===== src/rtl/load_store_unit_if.sv =====
// Request/response handshake and data-memory bus between the CPU datapath,
// the load/store unit and the attached data memory.
interface load_store_unit_if;
    // CPU request channel
    logic        req_valid;
    logic        req_ready;
    logic        req_write;
    logic [1:0]  req_size;
    logic        req_signed;
    logic [31:0] req_addr;
    logic [31:0] req_wdata;
    // CPU response channel
    logic        resp_valid;
    logic [31:0] resp_rdata;
    logic        resp_error;
    // data-memory bus
    logic [31:0] mem_address;
    logic [31:0] mem_write_data;
    logic        mem_read;
    logic        mem_write;
    logic [31:0] mem_read_data;

    // View taken by the load/store unit
    modport slave (
        input  req_valid, req_write, req_size, req_signed, req_addr, req_wdata,
        input  mem_read_data,
        output req_ready, resp_valid, resp_rdata, resp_error,
        output mem_address, mem_write_data, mem_read, mem_write
    );

    // View taken by the surrounding CPU datapath and memory
    modport master (
        output req_valid, req_write, req_size, req_signed, req_addr, req_wdata,
        output mem_read_data,
        input  req_ready, resp_valid, resp_rdata, resp_error,
        input  mem_address, mem_write_data, mem_read, mem_write
    );
endinterface


===== src/rtl/load_store_unit.sv =====
// Load/store unit: turns byte-addressed load/store requests into word-indexed
// memory strobes, extends sub-word loads and merges sub-word stores by
// read-modify-write. All outputs except req_ready are registered.
module load_store_unit #(
    parameter int ADDR_WORDS = 256
) (
    input  logic            clk,
    input  logic            reset,
    load_store_unit_if.slave bus
);
    typedef enum logic [1:0] {IDLE, READ, WRITE, RESP} state_t;

    localparam logic [30:0] WORD_LIMIT = 31'(ADDR_WORDS);

    state_t      state_q, state_d;
    logic        accept;
    logic        req_err;

    // Request fields held for the lifetime of the access
    logic        write_q;
    logic [1:0]  size_q;
    logic        signed_q;
    logic [1:0]  off_q;
    logic [31:0] wdata_q;

    // Registered outputs
    logic        mem_read_q,       mem_read_d;
    logic        mem_write_q,      mem_write_d;
    logic [31:0] mem_address_q,    mem_address_d;
    logic [31:0] mem_write_data_q, mem_write_data_d;
    logic        resp_valid_q,     resp_valid_d;
    logic        resp_error_q,     resp_error_d;
    logic [31:0] resp_rdata_q,     resp_rdata_d;

    // Illegal size, misalignment or a word index past the end of memory
    function automatic logic access_error(input logic [1:0] size, input logic [31:0] addr);
        logic bad;
        bad = 1'b0;
        case (size)
            2'b01:   bad = addr[0];
            2'b10:   bad = (addr[1:0] != 2'b00);
            2'b11:   bad = 1'b1;
            default: bad = 1'b0;
        endcase
        if ({1'b0, addr[31:2]} >= WORD_LIMIT) bad = 1'b1;
        return bad;
    endfunction

    // Little-endian lane select followed by sign or zero extension
    function automatic logic [31:0] load_extend(input logic [31:0] word, input logic [1:0] size,
                                                input logic [1:0] off, input logic sgn);
        logic [7:0]  b;
        logic [15:0] h;
        logic [31:0] r;
        b = word[{off, 3'b000} +: 8];
        h = off[1] ? word[31:16] : word[15:0];
        case (size)
            2'b00:   r = {{24{sgn & b[7]}}, b};
            2'b01:   r = {{16{sgn & h[15]}}, h};
            default: r = word;
        endcase
        return r;
    endfunction

    // Replace the addressed lane(s) of the old word with the store data
    function automatic logic [31:0] store_merge(input logic [31:0] old, input logic [31:0] wd,
                                                input logic [1:0] size, input logic [1:0] off);
        logic [31:0] m;
        m = old;
        case (size)
            2'b00: m[{off, 3'b000} +: 8] = wd[7:0];
            2'b01: begin
                if (off[1]) m[31:16] = wd[15:0];
                else        m[15:0]  = wd[15:0];
            end
            default: m = wd;
        endcase
        return m;
    endfunction

    assign bus.req_ready = (state_q == IDLE) && !reset;
    assign accept        = bus.req_valid && bus.req_ready;
    assign req_err       = access_error(bus.req_size, bus.req_addr);

    assign bus.mem_read       = mem_read_q;
    assign bus.mem_write      = mem_write_q;
    assign bus.mem_address    = mem_address_q;
    assign bus.mem_write_data = mem_write_data_q;
    assign bus.resp_valid     = resp_valid_q;
    assign bus.resp_error     = resp_error_q;
    assign bus.resp_rdata     = resp_rdata_q;

    // State and output registers; reset drops any in-flight access at once
    always_ff @(posedge clk or posedge reset) begin
        if (reset) begin
            state_q          <= IDLE;
            mem_read_q       <= 1'b0;
            mem_write_q      <= 1'b0;
            mem_address_q    <= '0;
            mem_write_data_q <= '0;
            resp_valid_q     <= 1'b0;
            resp_error_q     <= 1'b0;
            resp_rdata_q     <= '0;
        end else begin
            state_q          <= state_d;
            mem_read_q       <= mem_read_d;
            mem_write_q      <= mem_write_d;
            mem_address_q    <= mem_address_d;
            mem_write_data_q <= mem_write_data_d;
            resp_valid_q     <= resp_valid_d;
            resp_error_q     <= resp_error_d;
            resp_rdata_q     <= resp_rdata_d;
        end
    end

    // Latch request fields on acceptance
    always_ff @(posedge clk) begin
        if (accept) begin
            write_q  <= bus.req_write;
            size_q   <= bus.req_size;
            signed_q <= bus.req_signed;
            off_q    <= bus.req_addr[1:0];
            wdata_q  <= bus.req_wdata;
        end
    end

    // Next state: errors skip memory, word stores skip the read, sub-word stores read first
    always_comb begin
        state_d = state_q;
        case (state_q)
            IDLE: begin
                if (accept) begin
                    if (req_err)                                     state_d = RESP;
                    else if (bus.req_write && bus.req_size == 2'b10) state_d = WRITE;
                    else                                             state_d = READ;
                end
            end
            READ:    state_d = write_q ? WRITE : RESP;
            WRITE:   state_d = RESP;
            RESP:    state_d = IDLE;
            default: state_d = IDLE;
        endcase
    end

    // Output next values, registered alongside the state
    always_comb begin
        mem_read_d       = (state_d == READ);
        mem_write_d      = (state_d == WRITE);
        resp_valid_d     = (state_d == RESP);
        resp_error_d     = accept && req_err;
        mem_address_d    = mem_address_q;
        mem_write_data_d = mem_write_data_q;
        resp_rdata_d     = '0;
        if (accept) begin
            mem_address_d = {2'b00, bus.req_addr[31:2]};
            if (!req_err && bus.req_write && bus.req_size == 2'b10)
                mem_write_data_d = bus.req_wdata;
        end
        if (state_q == READ) begin
            if (write_q) mem_write_data_d = store_merge(bus.mem_read_data, wdata_q, size_q, off_q);
            else         resp_rdata_d     = load_extend(bus.mem_read_data, size_q, off_q, signed_q);
        end
    end
endmodule

===== src/flat_wrapper.sv =====
// flat-port wrapper written by rule: the top's interface ports become plain ports
module load_store_unit_flat 
#(
    parameter int ADDR_WORDS = 256
)
  (clk, reset, bus_req_valid, bus_req_write, bus_req_size, bus_req_signed, bus_req_addr, bus_req_wdata, bus_mem_read_data, bus_req_ready, bus_resp_valid, bus_resp_rdata, bus_resp_error, bus_mem_address, bus_mem_write_data, bus_mem_read, bus_mem_write);
  load_store_unit_if bus_i ();
  input  logic clk;
  input  logic reset;
  input wire logic [$bits(bus_i.req_valid)-1:0] bus_req_valid;
  input wire logic [$bits(bus_i.req_write)-1:0] bus_req_write;
  input wire logic [$bits(bus_i.req_size)-1:0] bus_req_size;
  input wire logic [$bits(bus_i.req_signed)-1:0] bus_req_signed;
  input wire logic [$bits(bus_i.req_addr)-1:0] bus_req_addr;
  input wire logic [$bits(bus_i.req_wdata)-1:0] bus_req_wdata;
  input wire logic [$bits(bus_i.mem_read_data)-1:0] bus_mem_read_data;
  output wire logic [$bits(bus_i.req_ready)-1:0] bus_req_ready;
  output wire logic [$bits(bus_i.resp_valid)-1:0] bus_resp_valid;
  output wire logic [$bits(bus_i.resp_rdata)-1:0] bus_resp_rdata;
  output wire logic [$bits(bus_i.resp_error)-1:0] bus_resp_error;
  output wire logic [$bits(bus_i.mem_address)-1:0] bus_mem_address;
  output wire logic [$bits(bus_i.mem_write_data)-1:0] bus_mem_write_data;
  output wire logic [$bits(bus_i.mem_read)-1:0] bus_mem_read;
  output wire logic [$bits(bus_i.mem_write)-1:0] bus_mem_write;
  assign bus_i.req_valid = bus_req_valid;
  assign bus_i.req_write = bus_req_write;
  assign bus_i.req_size = bus_req_size;
  assign bus_i.req_signed = bus_req_signed;
  assign bus_i.req_addr = bus_req_addr;
  assign bus_i.req_wdata = bus_req_wdata;
  assign bus_i.mem_read_data = bus_mem_read_data;
  assign bus_req_ready = bus_i.req_ready;
  assign bus_resp_valid = bus_i.resp_valid;
  assign bus_resp_rdata = bus_i.resp_rdata;
  assign bus_resp_error = bus_i.resp_error;
  assign bus_mem_address = bus_i.mem_address;
  assign bus_mem_write_data = bus_i.mem_write_data;
  assign bus_mem_read = bus_i.mem_read;
  assign bus_mem_write = bus_i.mem_write;
  load_store_unit #(.ADDR_WORDS(ADDR_WORDS)) u_core (.clk(clk), .reset(reset), .bus(bus_i));
endmodule

===== config.mk =====
export PLATFORM = sky130hd
export DESIGN_NAME = load_store_unit_flat
export DESIGN_NICKNAME = d
export VERILOG_FILES = /design/src/rtl/load_store_unit_if.sv /design/src/rtl/load_store_unit.sv /design/src/flat_wrapper.sv
export SDC_FILE = /design/constraint.sdc
export NUM_CORES = 1
export LEC_CHECK = 0
export CAP_MARGIN = 10
export CORE_MARGIN = 4
export CORE_UTILIZATION = 48
export CTS_BUF_LIST = sky130_fd_sc_hd__clkbuf_8
export DETAILED_ROUTE_END_ITERATION = 10
export PLACE_DENSITY = 0.8
export SYNTH_ARGS = -nofsm -noshare
export SYNTH_HDL_FRONTEND = slang
export SYNTH_SLANG_ARGS = --single-unit

===== constraint.sdc =====
create_clock -name clk -period 4 [get_ports clk]
set_input_delay 0.8 -clock clk [delete_from_list [all_inputs] [get_ports clk]]
set_output_delay 0.8 -clock clk [all_outputs]
set_load 0.005 [all_outputs]

# [Yosys cells after proc, flatten, opt, wreduce, memory -nomap -nowiden]
# Index checks and enable logic that the tools add are counted.
[word_totals] wordCells=60 reg_bits=138 output_inout_bits=101
[classes] shift=3 n_eq_ne=10 reduce_logical=11 addsub=1 mux=19 bitwise=2 order_cmp=1
[op_table] op="$mux W32" n=6
[op_table] op="$pmux W32 S2" n=2
[op_table] op="$mux W16" n=3
[op_table] op="$bwmux W32" n=1
[op_table] op="$shift A8 B7 Y32 const A" n=1
[op_table] op="$shiftx A32 B6 Y8" n=1
[op_table] op="$shiftx A8 B7 Y32" n=1
[op_table] op="$ge A30 B9 Y1 const B" n=1
[op_table] op="$eq A2 B2 Y1 const B" n=6
[op_table] op="$eq A2 B1 Y1 const B" n=4
[op_table] op="$pmux W2 S4" n=1
[op_table] op="$neg A5 Y7" n=1
[op_table] op="$logic_and A1 B1 Y1" n=6
[op_table] op="$mux W2" n=3
[op_table] op="$logic_not A2 Y1" n=2
[op_table] op="$pmux W1 S3" n=1
[op_table] op="$and A1 B1 Y1" n=2
[op_table] op="$logic_not A1 Y1" n=2
[op_table] op="$mux W1" n=2
[op_table] op="$reduce_bool A2 Y1" n=1

# [Depth between registers and ports, before layout]
# Gate-level depths: netlist of run 1.
[depth] word_depth=10 depth_mapped=9

# [Worst setup path after synthesis of run 1]
# Ideal clock, no wire load.
[synth_timing] kind="in2reg" from="input reset" to="register u_core.off_q[0] (enable)" path_slack_ns=1.087 t_arrival_ns=2.496 cell_stages=4 required_ns=3.583 path_buffers=1 path_cell_list="nor2b_1 > nand2_1 > clkinv_1 > clkbuf_1"
[synth_via] elab_chain_len=3
[synth_lines] item="from (decl)" line_no="flat_wrapper.sv:9" rtl="input logic reset;"
[synth_lines] item="$logic_not A1 Y1" line_no="load_store_unit.sv:81" rtl="assign bus.req_ready = (state_q == IDLE) && !reset;"
[synth_lines] item="$logic_and A1 B1 Y1" line_no="load_store_unit.sv:81"
[synth_lines] item="$logic_and A1 B1 Y1" line_no="load_store_unit.sv:82" rtl="assign accept = bus.req_valid && bus.req_ready;"
[synth_lines] item="net u_core.accept" line_no="load_store_unit.sv:16" rtl="logic accept;"
[synth_lines] item="to (signal assigned)" line_no="load_store_unit.sv:122" rtl="off_q <= bus.req_addr[1:0];"
[synth_lines] item="to (decl)" line_no="load_store_unit.sv:23" rtl="logic [1:0] off_q;"
# The timed path passes the listed nets, and every way through them passes these cells.
# A chain may end at the register's enable or synchronous reset.

# [Worst setup path in the final report of run 1]
[layout_timing] from="register u_core.off_q[1]" to="register u_core.mem_write_data_q[12] (netlist: u_core.bus.mem_write_data[12])"
[layout_via] elab_chain_len=6 elab_cells_between_ends=8 cone_classes="add/sub: 1; shift: 2; mux: 5"
[layout_lines] item="$neg A5 Y7" line_no="load_store_unit.sv:71" rtl="2'b00: m[{off, 3'b000} +: 8] = wd[7:0];"
[layout_lines] item="$shiftx A8 B7 Y32 / $shift A8 B7 Y32 (equally long branches)" line_no="load_store_unit.sv:71"
[layout_lines] item="$bwmux W32" line_no="load_store_unit.sv:71"
[layout_lines] item="$pmux W32 S2 *" line_no="load_store_unit.sv:70" rtl="case (size)"
[layout_lines] item="$mux W32 *" line_no="load_store_unit.sv:160" rtl="if (write_q) mem_write_data_d = store_merge(bus.mem_read_data, wdata_q, size_q, off_q);"
[layout_lines] item="$mux W32 *" line_no="load_store_unit.sv:159" rtl="if (state_q == READ) begin"
[layout_lines] item="net u_core.mem_write_data_d[12]" line_no="load_store_unit.sv:30" rtl="logic [31:0] mem_write_data_q, mem_write_data_d;"
[layout_lines] item="to (signal assigned)" line_no="load_store_unit.sv:109" rtl="mem_write_data_q <= mem_write_data_d;"
[layout_lines] item="to (decl)" line_no="load_store_unit.sv:30"
# The timed path passes the listed nets; every way through them passes the cells marked *.

==> results of run 1 <==
## sequential cells by signal, summed over array words and instances (netlist names), 2 cells and up
register / flops
u_core.wdata_q: 32
u_core.bus.mem_write_data: 32
u_core.bus.resp_rdata: 32
u_core.size_q: 2
u_core.state_q: 2
u_core.off_q: 2
u_core.bus.mem_address: 30
## placed cells by master, fill, tap and decap left out, drive strengths merged, types with 10 or more instances in the layout
cell type / n
a21oi: 47
a21o: 19
dfrtp: 100
nor2: 17
mux2i: 44
nor3: 10
edfxtp: 38
a221oi: 24
clkdlybuf4s50: 201
clkbuf: 17
inv: 13
a221o: 15
buf: 12
nand2: 101
## through the flow
stage / cells / worst slack, ns / hold WS [ns]
after floorplan: 539 / 0.581 / 0.470
after global placement: 889 / 0.906 / 0.458
after detailed placement: 889 / 0.771 / 0.462
after CTS: 921 / 0.971 / 0.480
after global routing: 921 / 0.813 / 0.501
final: 921 / 0.850 / 0.478
## power breakdown
group | internal (W) | switching (W) | total [W]
clock network | 0.000679 | 0.000561 | 0.00124
registers | 0.00187 | 0.000245 | 0.00212
logic | 0.00105 | 0.000811 | 0.00186
## per-layer routing
layer | share of wire [%] | wire [µm] | global-route usage (%) | vias to the layer above
met2 | 49 | 9800 | 44.2 | 397
met4 | 3.0 | 612 | 11.0 | 0
met3 | 11 | 2210 | 7.14 | 55
met5 | 0 | 0 | 0 | -
met1 | 37 | 7550 | 34.9 | 2558
li1 | - | - | - | 2380
## cell type report
| cell class | count | area (µm²) |
|---|---|---|
| clock inverters | 15 | 199 |
| fillers | 932 | 3850 |
| clock buffers | 17 | 234 |
| multi-input cells | 354 | 2400 |
| repair buffers | 213 | 2130 |
| inverters | 12 | 48.8 |
| well taps | 172 | 215 |
| flip-flops and latches | 138 | 3640 |
## logic make-up after synthesis
kind of cell / Yosys count / synth area share, %
adder cells (fa/ha/maj): 9 / 1.80
multiplexers: 51 / 9.75
flip-flops: 138 / 58.2
AND/OR/NAND/NOR: 159 / 11.1
other: 1 / 0.0599
buffers and inverters: 47 / 3.71
AO/OA/AOI/OAI: 133 / 15.4
## how the worst min path moves through the flow
stage | startpoint | to | slack (ns) | cells past startpoint
detailed placement | u_core.bus.mem_address[28] | u_core.bus.mem_address[28] | 0.46 | 2
global route | u_core.bus.mem_address[28] | u_core.bus.mem_address[28] | 0.50 | 2
CTS | u_core.bus.mem_address[28] | u_core.bus.mem_address[28] | 0.48 | 2
finish | u_core.bus.mem_address[28] | u_core.bus.mem_address[28] | 0.48 | 2
global placement | u_core.bus.mem_address[2] | u_core.bus.mem_address[2] | 0.46 | 2
floorplan | u_core.bus.mem_address[0] | u_core.bus.mem_address[0] | 0.47 | 2
## worst max-delay path: stages (launching register included)
cell,delay (ns)
edfxtp_1,0.87
inv_1,0.31
ha_1,0.45
nand2_1,0.11
nor4_2,0.76
a221oi_1,0.32
mux2i_1,0.23
==> impl_metrics.json, run 1 <==
{
  "synth_flop_cell": "dfrtp_1",
  "wl_per_cell_um": 21.9,
  "reg2reg_slack_ns": 0.85,
  "critPathKind": "reg2reg",
  "crit_start": "u_core.off_q[1]",
  "synth_seq_cells": 138,
  "ff2ff_path_depth": 6,
  "status": "complete, no violations",
  "drt_iter0_markers": 676,
  "start_kind": "flop",
  "maxSlewViolCount": 0,
  "power_leakage_nw": 3.76,
  "synthTopCellsByArea": "dfrtp_1 (40%), edfxtp_1 (18%), mux2i_1 (6.9%)",
  "grt_max_degree": 57,
  "root_buffer": "clkbuf_8",
  "antenna_found_initial": 0,
  "numCtsBuffers": 17,
  "dr.pass1.iters": 6,
  "ir_drop_v": 0.000380,
  "vias_per_cell": 5.85,
  "synth_cells": 538,
  "tightest_slew_ns": 1.17,
  "endpoint_kind": "flop",
  "postCtsHoldBufs": 0,
  "rows": 41,
  "ys_types": 45,
  "gp_congestion": 0.967,
  "place_area_um2": 8440,
  "drc": 0,
  "design.die.area_um2": 14900,
  "setup_tns_ns": 0,
  "cts_sinks": 138,
  "synth_top_area_share_pct": 39.9,
  "grt_usage_pct": 27.2,
  "antenna_left": 0,
  "drive_gt1_share_pct": 8.68,
  "utilization_pct": 69.7,
  "drt_wl_total_um": 20200,
  "initial_core_util_pct": 49.2,
  "ctsResizeCount": 0,
  "timing.final.crit_share_pct": 78.7,
  "grt_pass1_wl_um": 30900,
  "ys.warnings.count": 0,
  "grt_pass1_vias": 5596,
  "synth_common_cells": "dfrtp_1 (100), nand2_1 (100), a21oi_1 (47)",
  "grt_overflow": 0,
  "io_buffers": 201,
  "min_period_ns": 3.15,
  "coreArea_um2": 12700,
  "io_pins": 204,
  "max_slew_margin_pct": 21.5,
  "diodes": 0,
  "holdCritPathClass": "reg2reg",
  "postSynthAreaPerCell_um2": 11.6,
  "arrival_ns": 3.50,
  "fmax_ghz": 0.317,
  "syn_area_um2": 6260,
  "grt_setup_unrepaired": "no",
  "rr_endpoint": "u_core.bus.mem_write_data[12]",
  "final_area_um2": 8870,
  "vias": 5390,
  "cts.clk_slew.worst_paths_ns": 0.08,
  "p_per_area_nw_per_um2": 588,
  "cap_violations": 0,
  "yosysSeqAreaShare_pct": 58.2,
  "finalPower_w": 0.00521,
  "clk_path_buf_depth": 2,
  "yosysTopAreaCell": "dfrtp_1",
  "die_h_um": 122,
  "fin_nets": 848,
  "r2r-start": "u_core.off_q[1]",
  "dpl.hpwl_um": 14400,
  "endpoint": "u_core.bus.mem_write_data[12]",
  "worstPathRequired_ns": 4.35,
  "final-setup-viol-count": 0,
  "post_cts_buffers": 0,
  "tritoncts": "done",
  "synthArstFlopShare_pct": 72.5,
  "synthToLayoutAreaGrowth_pct": 41.6,
  "die_w_um": 122,
  "clk_latency_ns": 0.45,
  "finalHoldViolCount": 0,
  "skew_ns": 0.0114,
  "synth_edf_count": 38,
  "worstPathMaxFanout": 17,
  "cts_max_level": 4
}
Note: power is estimated with default switching activity, not from simulation.
==> run 2, diff against run 1 <==
CORE_UTILIZATION = 43   (was 48)
PLACE_DENSITY = 0.75   (was 0.8)
clock period = 2.7 ns   (was 4 ns; I/O delays follow)
==> impl_metrics.json, run 2 (same netlist as run 1, synthesis figures left out) <==
{
  "clk_path_buf_depth": 2,
  "numCtsBuffers": 17,
  "fin_nets": 862,
  "worstPathMaxFanout": 3,
  "vias": 5380,
  "cp_num_cells": 4,
  "timing.final.crit_share_pct": 87.5,
  "grt_overflow": 0,
  "io_pins": 204,
  "holdCritPathClass": "reg2reg",
  "design.die.area_um2": 16600,
  "post_cts_buffers": 0,
  "maxSlewViolCount": 0,
  "synthToLayoutAreaGrowth_pct": 43.2,
  "slowest_delay_ns": 0.53,
  "rr_endpoint": "u_core.bus.mem_write_data[24]",
  "fillers": 1126,
  "grt_max_degree": 51,
  "diodes": 0,
  "endpoint_kind": "output pin",
  "crit_family": "buffers and inverters",
  "ff2ff_path_depth": 6,
  "status": "complete, no violations",
  "reg2reg_slack_ns": 0.48,
  "dr.pass1.iters": 5,
  "finalHoldViolCount": 0,
  "utilization_pct": 63.6,
  "vias_per_cell": 5.71,
  "grt_usage_pct": 24.9,
  "dpl.hpwl_um": 14900,
  "cp_slowest_cell": "clkdlybuf4s50_1",
  "drt_iter0_markers": 494,
  "arrival_ns": 1.82,
  "r2r-start": "u_core.off_q[0]",
  "tightest_slew_ns": 0.980,
  "drive_gt1_share_pct": 9.96,
  "crit_start": "u_core.state_q[1]",
  "ctsResizeCount": 0,
  "clk_latency_ns": 0.45,
  "grt_pass1_vias": 5598,
  "final_area_um2": 8970,
  "max_slew_margin_pct": 34.6,
  "die_w_um": 129,
  "die_h_um": 129,
  "rows": 43,
  "root_buffer": "clkbuf_8",
  "postCtsHoldBufs": 0,
  "antenna_left": 0,
  "initial_core_util_pct": 44.4,
  "skew_ns": 0.0124,
  "min_period_ns": 2.36,
  "p_per_area_nw_per_um2": 853,
  "final_common_cell": "clkdlybuf4s50_1",
  "instances_no_fill": 943,
  "wl_per_cell_um": 21.6,
  "final_cell_mix": "clkdlybuf4s50_1 (201), dfrtp_1 (100), nand2_1 (99), a21oi_1 (47), mux2i_1 (43)",
  "antenna_found_initial": 0,
  "cts_max_level": 4,
  "place_area_um2": 8560,
  "cts_sinks": 138,
  "cap_violations": 0,
  "critPathKind": "reg2out",
  "ir_drop_v": 0.000547,
  "path_cells": "inv_1, ha_1, nor2b_1, clkdlybuf4s50_1",
  "whs_ns": 0.482,
  "setup_tns_ns": 0,
  "drt_wl_total_um": 20400,
  "tritoncts": "done",
  "cts.clk_slew.worst_paths_ns": 0.08,
  "gp_congestion": 0.913,
  "grt_pass1_wl_um": 31600,
  "fmax_ghz": 0.423,
  "worstPathRequired_ns": 2.16,
  "io_buffers": 201,
  "coreArea_um2": 14100,
  "start_kind": "flop",
  "drc": 0,
  "grt_setup_unrepaired": "no",
  "endpoint": "bus_req_ready",
  "power_leakage_nw": 3.84,
  "worst-path-buf-inv": 2,
  "post-place-cells": 911,
  "final-setup-viol-count": 0
}
-- run 2: cell count changes in the layout (fill, tap and decap cells not counted), sizes merged --
cell      before  now
buf           12   26
bufinv         4    3
clkbuf        17   18
inv           13   15
clkinv         5    6
clkinvlp       5    2
-- run 2: cell type report --
class,instances,area (µm²),area share [%]
clock inverters,14,156,1.74
clock buffers,18,248,2.76
flip-flops and latches,138,3640,40.6
repair buffers,227,2240,25.0
multi-input cells,354,2400,26.8
well taps,180,225,2.51
inverters,12,50.0,0.558
-- run 2: how the worst min path moves through the flow --
stage | slack (ns) | cells after the start | startpoint | to
floorplan | 0.47 | 2 | u_core.bus.mem_address[0] | u_core.bus.mem_address[0]
global placement | 0.46 | 2 | u_core.bus.mem_address[21] | u_core.bus.mem_address[21]
detailed placement | 0.46 | 2 | u_core.bus.mem_address[9] | u_core.bus.mem_address[9]
CTS | 0.49 | 2 | u_core.bus.mem_address[27] | u_core.bus.mem_address[27]
global route | 0.51 | 2 | u_core.bus.mem_address[0] | u_core.bus.mem_address[0]
finish | 0.48 | 2 | u_core.bus.mem_address[27] | u_core.bus.mem_address[27]
-- run 2: per-layer routing --
layer | vias up | global-route usage (%) | routed length, µm
met2 | 297 | 40.3 | 9980
li1 | 2398 | - | -
met3 | 17 | 7.60 | 1970
met5 | - | 0 | 0
met4 | 0 | 6.11 | 280
met1 | 2668 | 33.2 | 8130
-- run 2: worst min-delay path, stage by stage, from the launching register on --
cell and delay, ns:
dfrtp_1 0.35, nand2_1 0.05, nand2_1 0.05
-- run 2: metrics by stage --
step / total power, W / worst slack (ns)
finish: 0.00765 / 0.339
global route: 0.00809 / 0.226
CTS: 0.00771 / 0.297
detailed placement: 0.00593 / -0.0247
global placement: 0.00584 / 0.0705
floorplan: 0.00422 / 0.613
-- run 2: power breakdown --
part           internal (W)  switching, W
combinational       0.00157       0.00120
clock              0.000928      0.000818
sequential          0.00277      0.000360
